File: src/rtl/key_ctrl_pkg.sv
// -----------------------------------------------------------------------------
// key_ctrl_pkg
// Shared definitions for the push-button conditioning / CPU step controller:
//   - ctrl_state_t : controller FSM states (HOLD, STEP, RUN)
//   - KEY_*        : roles of the debounced key indices
//   - cnt_width()  : width of a counter that holds the values 0..n-1
// -----------------------------------------------------------------------------
package key_ctrl_pkg;

    typedef enum logic [1:0] {
        HOLD = 2'd0,   // CPU held in reset
        STEP = 2'd1,   // CPU advances one cycle per step-key press
        RUN  = 2'd2    // CPU advances at the divided run rate
    } ctrl_state_t;

    localparam int KEY_RESET = 0;
    localparam int KEY_MODE  = 1;
    localparam int KEY_STEP  = 2;

    // Counter width for values 0..n-1, never narrower than one bit.
    function automatic int cnt_width(input int n);
        return (n > 1) ? $clog2(n) : 1;
    endfunction

endpackage : key_ctrl_pkg

File: src/rtl/key_debounce.sv
// -----------------------------------------------------------------------------
// key_debounce
// One push-button: 2-flop synchroniser (inverted so 1 = pressed), debounce
// counter and press-edge detector.
// Ports:
//   clk       : system clock
//   rst       : synchronous active-high reset
//   key_raw   : raw active-low button, asynchronous to clk
//   key_level : debounced level, 1 = pressed
//   key_press : one-cycle pulse in the cycle after key_level rises
// -----------------------------------------------------------------------------
module key_debounce
    import key_ctrl_pkg::*;
#(
    parameter int DEBOUNCE_CYCLES = 1_000_000
) (
    input  logic clk,
    input  logic rst,
    input  logic key_raw,
    output logic key_level,
    output logic key_press
);

    localparam int CW = cnt_width(DEBOUNCE_CYCLES);

    logic          sync1;
    logic          sync2;
    logic          level_d;
    logic [CW-1:0] cnt;
    logic          pressed_sync;

    assign pressed_sync = ~sync2;

    // NOTE: all state updates use non-blocking assignments so every flop
    // samples the pre-edge value of the others (sync1 -> sync2 stays a pipe).
    always_ff @(posedge clk) begin
        if (rst) begin
            // Synchroniser resets to the released level so leaving reset
            // never looks like a press.
            sync1     <= 1'b1;
            sync2     <= 1'b1;
            cnt       <= '0;
            key_level <= 1'b0;
            level_d   <= 1'b0;
            key_press <= 1'b0;
        end else begin
            sync1     <= key_raw;
            sync2     <= sync1;
            level_d   <= key_level;
            key_press <= key_level & ~level_d;

            // Counter only advances while the synced input disagrees with the
            // accepted level; any agreement restarts the qualification window.
            if (pressed_sync == key_level) begin
                cnt <= '0;
            end else if (cnt == CW'(DEBOUNCE_CYCLES - 1)) begin
                key_level <= pressed_sync;
                cnt       <= '0;
            end else begin
                cnt <= cnt + 1'b1;
            end
        end
    end

endmodule : key_debounce

File: src/rtl/key_step_controller.sv
// -----------------------------------------------------------------------------
// key_step_controller
// Conditions the four board buttons and generates the CPU reset and advance
// strobe. KEY0 requests a CPU reset, KEY1 toggles run/step, KEY2 single-steps,
// KEY3 is exported only.
// Ports:
//   clk        : system clock (CLOCK_50 domain)
//   rst        : synchronous active-high reset
//   key_raw    : raw active-low buttons [3:0]
//   key_level  : debounced levels, 1 = pressed
//   key_press  : one-cycle press pulses
//   cpu_rst_n  : active-low reset to CPU and memory controller
//   cpu_clk_en : one-cycle advance strobe to the CPU
//   mode_run   : 1 = run mode, 0 = step mode
// -----------------------------------------------------------------------------
module key_step_controller
    import key_ctrl_pkg::*;
#(
    parameter int DEBOUNCE_CYCLES = 1_000_000,
    parameter int RUN_DIV         = 5_000_000,
    parameter int RESET_HOLD      = 16
) (
    input  logic       clk,
    input  logic       rst,
    input  logic [3:0] key_raw,
    output logic [3:0] key_level,
    output logic [3:0] key_press,
    output logic       cpu_rst_n,
    output logic       cpu_clk_en,
    output logic       mode_run
);

    localparam int HW = cnt_width(RESET_HOLD);
    localparam int PW = cnt_width(RUN_DIV);

    for (genvar i = 0; i < 4; i++) begin : g_key
        key_debounce #(
            .DEBOUNCE_CYCLES(DEBOUNCE_CYCLES)
        ) u_debounce (
            .clk      (clk),
            .rst      (rst),
            .key_raw  (key_raw[i]),
            .key_level(key_level[i]),
            .key_press(key_press[i])
        );
    end

    ctrl_state_t   state;
    logic [HW-1:0] hold_cnt;
    logic [PW-1:0] prescaler;
    logic [PW-1:0] presc_next;

    assign presc_next = (prescaler == PW'(RUN_DIV - 1)) ? '0 : prescaler + 1'b1;

    always_ff @(posedge clk) begin
        if (rst) begin
            state      <= HOLD;
            hold_cnt   <= '0;
            prescaler  <= '0;
            mode_run   <= 1'b0;
            cpu_rst_n  <= 1'b0;
            cpu_clk_en <= 1'b0;
        end else begin
            // NOTE: the strobe defaults low every cycle so it can only ever be
            // a single-cycle pulse; branches below raise it when due.
            cpu_clk_en <= 1'b0;

            // Reset request outranks everything; mode_run is kept so the CPU
            // comes back in the mode it was in.
            if (key_press[KEY_RESET]) begin
                state     <= HOLD;
                hold_cnt  <= '0;
                cpu_rst_n <= 1'b0;
            end else begin
                case (state)
                    HOLD: begin
                        prescaler <= '0;   // run rate restarts from a full period
                        if (hold_cnt == HW'(RESET_HOLD - 1)) begin
                            state     <= mode_run ? RUN : STEP;
                            cpu_rst_n <= 1'b1;
                            hold_cnt  <= '0;
                        end else begin
                            hold_cnt <= hold_cnt + 1'b1;
                        end
                    end
                    STEP: begin
                        // A step coincident with a mode toggle is dropped.
                        if (key_press[KEY_MODE]) begin
                            mode_run  <= 1'b1;
                            prescaler <= '0;
                            state     <= RUN;
                        end else if (key_press[KEY_STEP]) begin
                            cpu_clk_en <= 1'b1;
                        end
                    end
                    RUN: begin
                        if (key_press[KEY_MODE]) begin
                            mode_run <= 1'b0;
                            state    <= STEP;
                        end else begin
                            prescaler  <= presc_next;
                            cpu_clk_en <= (presc_next == PW'(RUN_DIV - 1));
                        end
                    end
                    default: begin
                        state     <= HOLD;
                        hold_cnt  <= '0;
                        cpu_rst_n <= 1'b0;
                    end
                endcase
            end
        end
    end

endmodule : key_step_controller

File: config.mk
export PLATFORM = sky130hd
export DESIGN_NAME = key_step_controller
export DESIGN_NICKNAME = d
export VERILOG_FILES = /design/src/rtl/key_ctrl_pkg.sv /design/src/rtl/key_debounce.sv /design/src/rtl/key_step_controller.sv
export SDC_FILE = /design/constraint.sdc
export NUM_CORES = 1
export LEC_CHECK = 0
export CORE_MARGIN = 2
export CORE_UTILIZATION = 45
export DETAILED_ROUTE_END_ITERATION = 10
export SYNTH_ARGS = -nofsm -noshare
export SYNTH_HDL_FRONTEND = slang
export SYNTH_SLANG_ARGS = --single-unit
File: constraint.sdc
create_clock -name clk -period 2.2 [get_ports clk]
set_input_delay 0.44 -clock clk [delete_from_list [all_inputs] [get_ports clk]]
set_output_delay 0.44 -clock clk [all_outputs]
set_load 0.02 [all_outputs]
==> results of run 1 <==
Yosys cell counts, drive strengths merged, types with 3 or more instances:
library cell	number
or3	11
nand3	49
buf	14
dfxtp	132
a21oi	25
nor4b	6
and3	18
nand4	24
nand3b	5
nand4b	3
nor3b	7
ha	10
nor2b	11
nor2	142
or2	9
nand2	44
o31ai	3
a22oi	4
a41oi	3
or4	4
nor4	6
nor3	27
and4	4
o21ai	21
xor2	56
xnor2	29
inv	15
clkbuf	22
a211oi	5
layout by cell type (no fill, tap or decap), drive strengths merged, types with 4 or more instances in the layout:
| master | instances |
|---|---|
| a211oi | 5 |
| o21ai | 21 |
| dfxtp | 132 |
| clkbuf | 23 |
| a22oi | 4 |
| xnor2 | 29 |
| nand3b | 5 |
| nor4b | 6 |
| and3 | 18 |
| clkdlybuf4s50 | 15 |
| or3 | 11 |
| nor2b | 11 |
| nor4 | 6 |
| inv | 16 |
| nand3 | 49 |
| xor2 | 56 |
| nor3b | 7 |
| or2 | 9 |
| nand2 | 44 |
| nor2 | 142 |
| and4 | 4 |
| ha | 10 |
| buf | 51 |
| nor3 | 27 |
| a21oi | 25 |
| or4 | 4 |
| nand4 | 24 |
registers in the layout, summed over array words and instances, names as in the netlist, 2 cells and up:
signal                      count
hold_cnt                        4
g_key.u_debounce.key_level      4
state                           2
g_key.u_debounce.key_press      4
g_key.u_debounce.cnt           80
g_key.u_debounce.level_d        4
prescaler                      23
g_key.u_debounce.sync2          4
g_key.u_debounce.sync1          4
path summary, 6_finish.rpt:
| kind | startpoint | endpoint | cells after the start |
|---|---|---|---|
| min reg2reg | g_key[2].u_debounce.level_d | g_key[2].u_debounce.key_press | 1 |
| min | g_key[2].u_debounce.level_d | g_key[2].u_debounce.key_press | 1 |
| max | g_key[0].u_debounce.key_press | key_press[0] | 2 |
| max reg2reg | prescaler[15] | cpu_clk_en | 6 |
final cells by class:
| class | count | area [sq um] |
|---|---|---|
| multi-input combinational | 544 | 3283 |
| sequential | 132 | 2658 |
| fill | 1267 | 5883 |
| tap | 176 | 220.2 |
| clock buffer | 23 | 488.0 |
| timing repair buffer | 66 | 555.5 |
| inverter | 15 | 56.30 |
| clock inverter | 8 | 98.84 |
worst reg2reg max path, delay by kind of cell (launching register included):
family / cells / cell delay (ns)
and+or+nand+nor: 4 / 1.24
DFF: 1 / 0.39
AOI/OAI and AO/OA: 2 / 0.39
report_power, final:
| group | total (mW) | internal, mW | leakage (nW) | switching [mW] |
|---|---|---|---|---|
| logic | 0.691 | 0.313 | 1.22 | 0.377 |
| clock network | 2.78 | 1.78 | 0.285 | 1.00 |
| registers | 2.49 | 2.45 | 1.07 | 0.0424 |
repair_timing:
| action | CTS | global route |
|---|---|---|
| endpoints found under the setup margin | 4 | 18 |
| buffers inserted | 0 | 2 |
| pin swaps | 0 | 6 |
| resized for setup | 3 | 18 |
stage by stage:
stage          setup WS (ns)  setup TNS, ns  power [mW]  hold WS (ns)  cells
2_1_floorplan        0.05148              0       2.936        0.3674    727
3_3_place_gp         0.01657              0       3.166        0.3723    931
3_5_place_dp        -0.01003       -0.01487       3.186        0.3730    931
4_1_cts            0.0005886              0       5.982        0.3806    962
5_1_grt             -0.02547       -0.02547       6.220        0.3935    964
6_report             0.08193              0       5.960        0.3801    964
kinds of logic (layout without fill, tap and decap cells):
kind of cell,after synthesis,in the layout
fa+ha+maj,10,10
mux,3,3
xor+xnor,85,85
simple gates,374,374
compound gates,72,72
buf+inv,51,112
flops,132,132
metal layers:
layer  vias to the layer above  global-route usage, %
li1                       2584                      -
met2                       104                  31.60
met3                        13                  5.849
met5                         -                      0
met1                      2357                  23.15
met4                         0                  7.485
==> run summary, run 1 <==
Syn Inst Count: 727
Routed length on met2: 6.307 mm
DR vias: 5,058
Largest net degree at the start of global routing: 51
Slowest stage cell, crit path: clkdlybuf4s50_1
Synth Area in XOR/XNOR: 12.18%
IO Pins: 17
Critical path's top delay family: buffers and inverters
Global route total overflow: 0
Req. time, crit path: 1.76 ns
DRT Pass-1 Iters: 5
Die area: 0.01453 sq mm
Seq/Total Area, Yosys: 43.23%
Setup Skew: 0.006919 ns
Final cell area excluding filler cells: 0.007360 sq mm
Adder-cell area share of the yosys netlist: 2.047%
Met3 wire len: 561 um
Fin. Hold Viols: 0
Main combinational cell family by area after synthesis: simple AND/OR/NAND/NOR gates
Antenna violations before repair: 0
Worst setup path class: reg -> out
Post-layout util: 55.57%
Global-route usage over all layers: 19.08%
Synth-to-layout area growth: 20.38%
Simple-gate area share of the yosys netlist: 30.52%
CP max FO: 11
CTS tree: built
Mux cell area share after synthesis: 0.5321%
Root buffer cell: clkbuf_16
DP HPWL: 9.024 mm
Crit path DAT: 1.68 ns
TritonCTS Buffers: 17
Max H-tree Level: 4
Tcrit/Tclk final: 96.28%
Clock transition at path regs: 0.06 ns
Maximum VDD drop: 758.7 uV
Vias/cell: 5.247
Top-area cell type share of the netlist area: 43.23%
Slew HR: 65.75%
Leakage: 2.573 nW
# port buffers: 16
Diode count: 0
Ranking of synthesized cells by area: dfxtp_1 43%, nor2_1 8.7%, xor2_1 8.0%
CP peak stage delay: 0.64 ns
Complex-gate fraction of the synthesized area: 7.307%
FP Rows: 42
Crit end category: output pin
Later-pin clock latency in the skew report: 0.42 ns
Setup violators final: 0
P per Cell Area: 809.8 mW/mm^2
Initial core utilization: 46.16%
Highest routed layer: met4
Outcome: finished clean
Initial DRC Count: 407
Predominant post-synthesis flop cell: dfxtp_1
Reg2reg setup slack: 0.10 ns
Die height: 120.6 um
Post-synth EDFFs: 0
Post-Place Cell Area: 0.006680 sq mm
Number of global-route vias before repair: 4,870
Die Span X: 120.6 um
Peak Freq: 0.4721 GHz
Max cap viols: 0
CTS sink count: 132
First-pass GRT wire length: 22.25 mm
Core area: 0.01324 sq mm
Ys async rst share: 0%
Final Wtd Congestion: 0.9689
Final min period: 2.118 ns
Syn nets: 743
Fraction of layout cells with a size suffix above 1: 14.85%
Biggest area consumer among synthesized cells: dfxtp_1
Clock buffer depth: 2
WL per Instance: 13.42 um
Ys Warns: 0
DRC errors left: 0
Metal-1 WL: 5.928 mm
Nets: 792
CTS Hold Bufs: 0
CP Buf/Inv Count: 2
Routed WL: 12.94 mm
Slew Viols, Final: 0
Least-Margin Pin Slew: 0.5137 ns
Final ANT Viol Nets: 0
Synth Area per Inst: 8.409 sq um
Yosys reg bits: 132
Min-delay worst type: reg -> reg
Crit path cell chain: buf_4 > clkdlybuf4s50_1
Synth cell types: 52
Crit start category: flop
Cell Area, Synth: 0.006113 sq mm
(Power assumes the default switching activity.)
==> inputs of run 2 (changes only) <==
--- a/config.mk
+++ b/config.mk
@@ -8,6 +8,7 @@
 export CORE_MARGIN = 2
 export CORE_UTILIZATION = 45
 export DETAILED_ROUTE_END_ITERATION = 10
+export SLEW_MARGIN = 20
 export SYNTH_ARGS = -nofsm -noshare
 export SYNTH_HDL_FRONTEND = slang
 export SYNTH_SLANG_ARGS = --single-unit
==> results of run 2 <==
The final DEF is identical to that of run 1; final timing and power are the same.
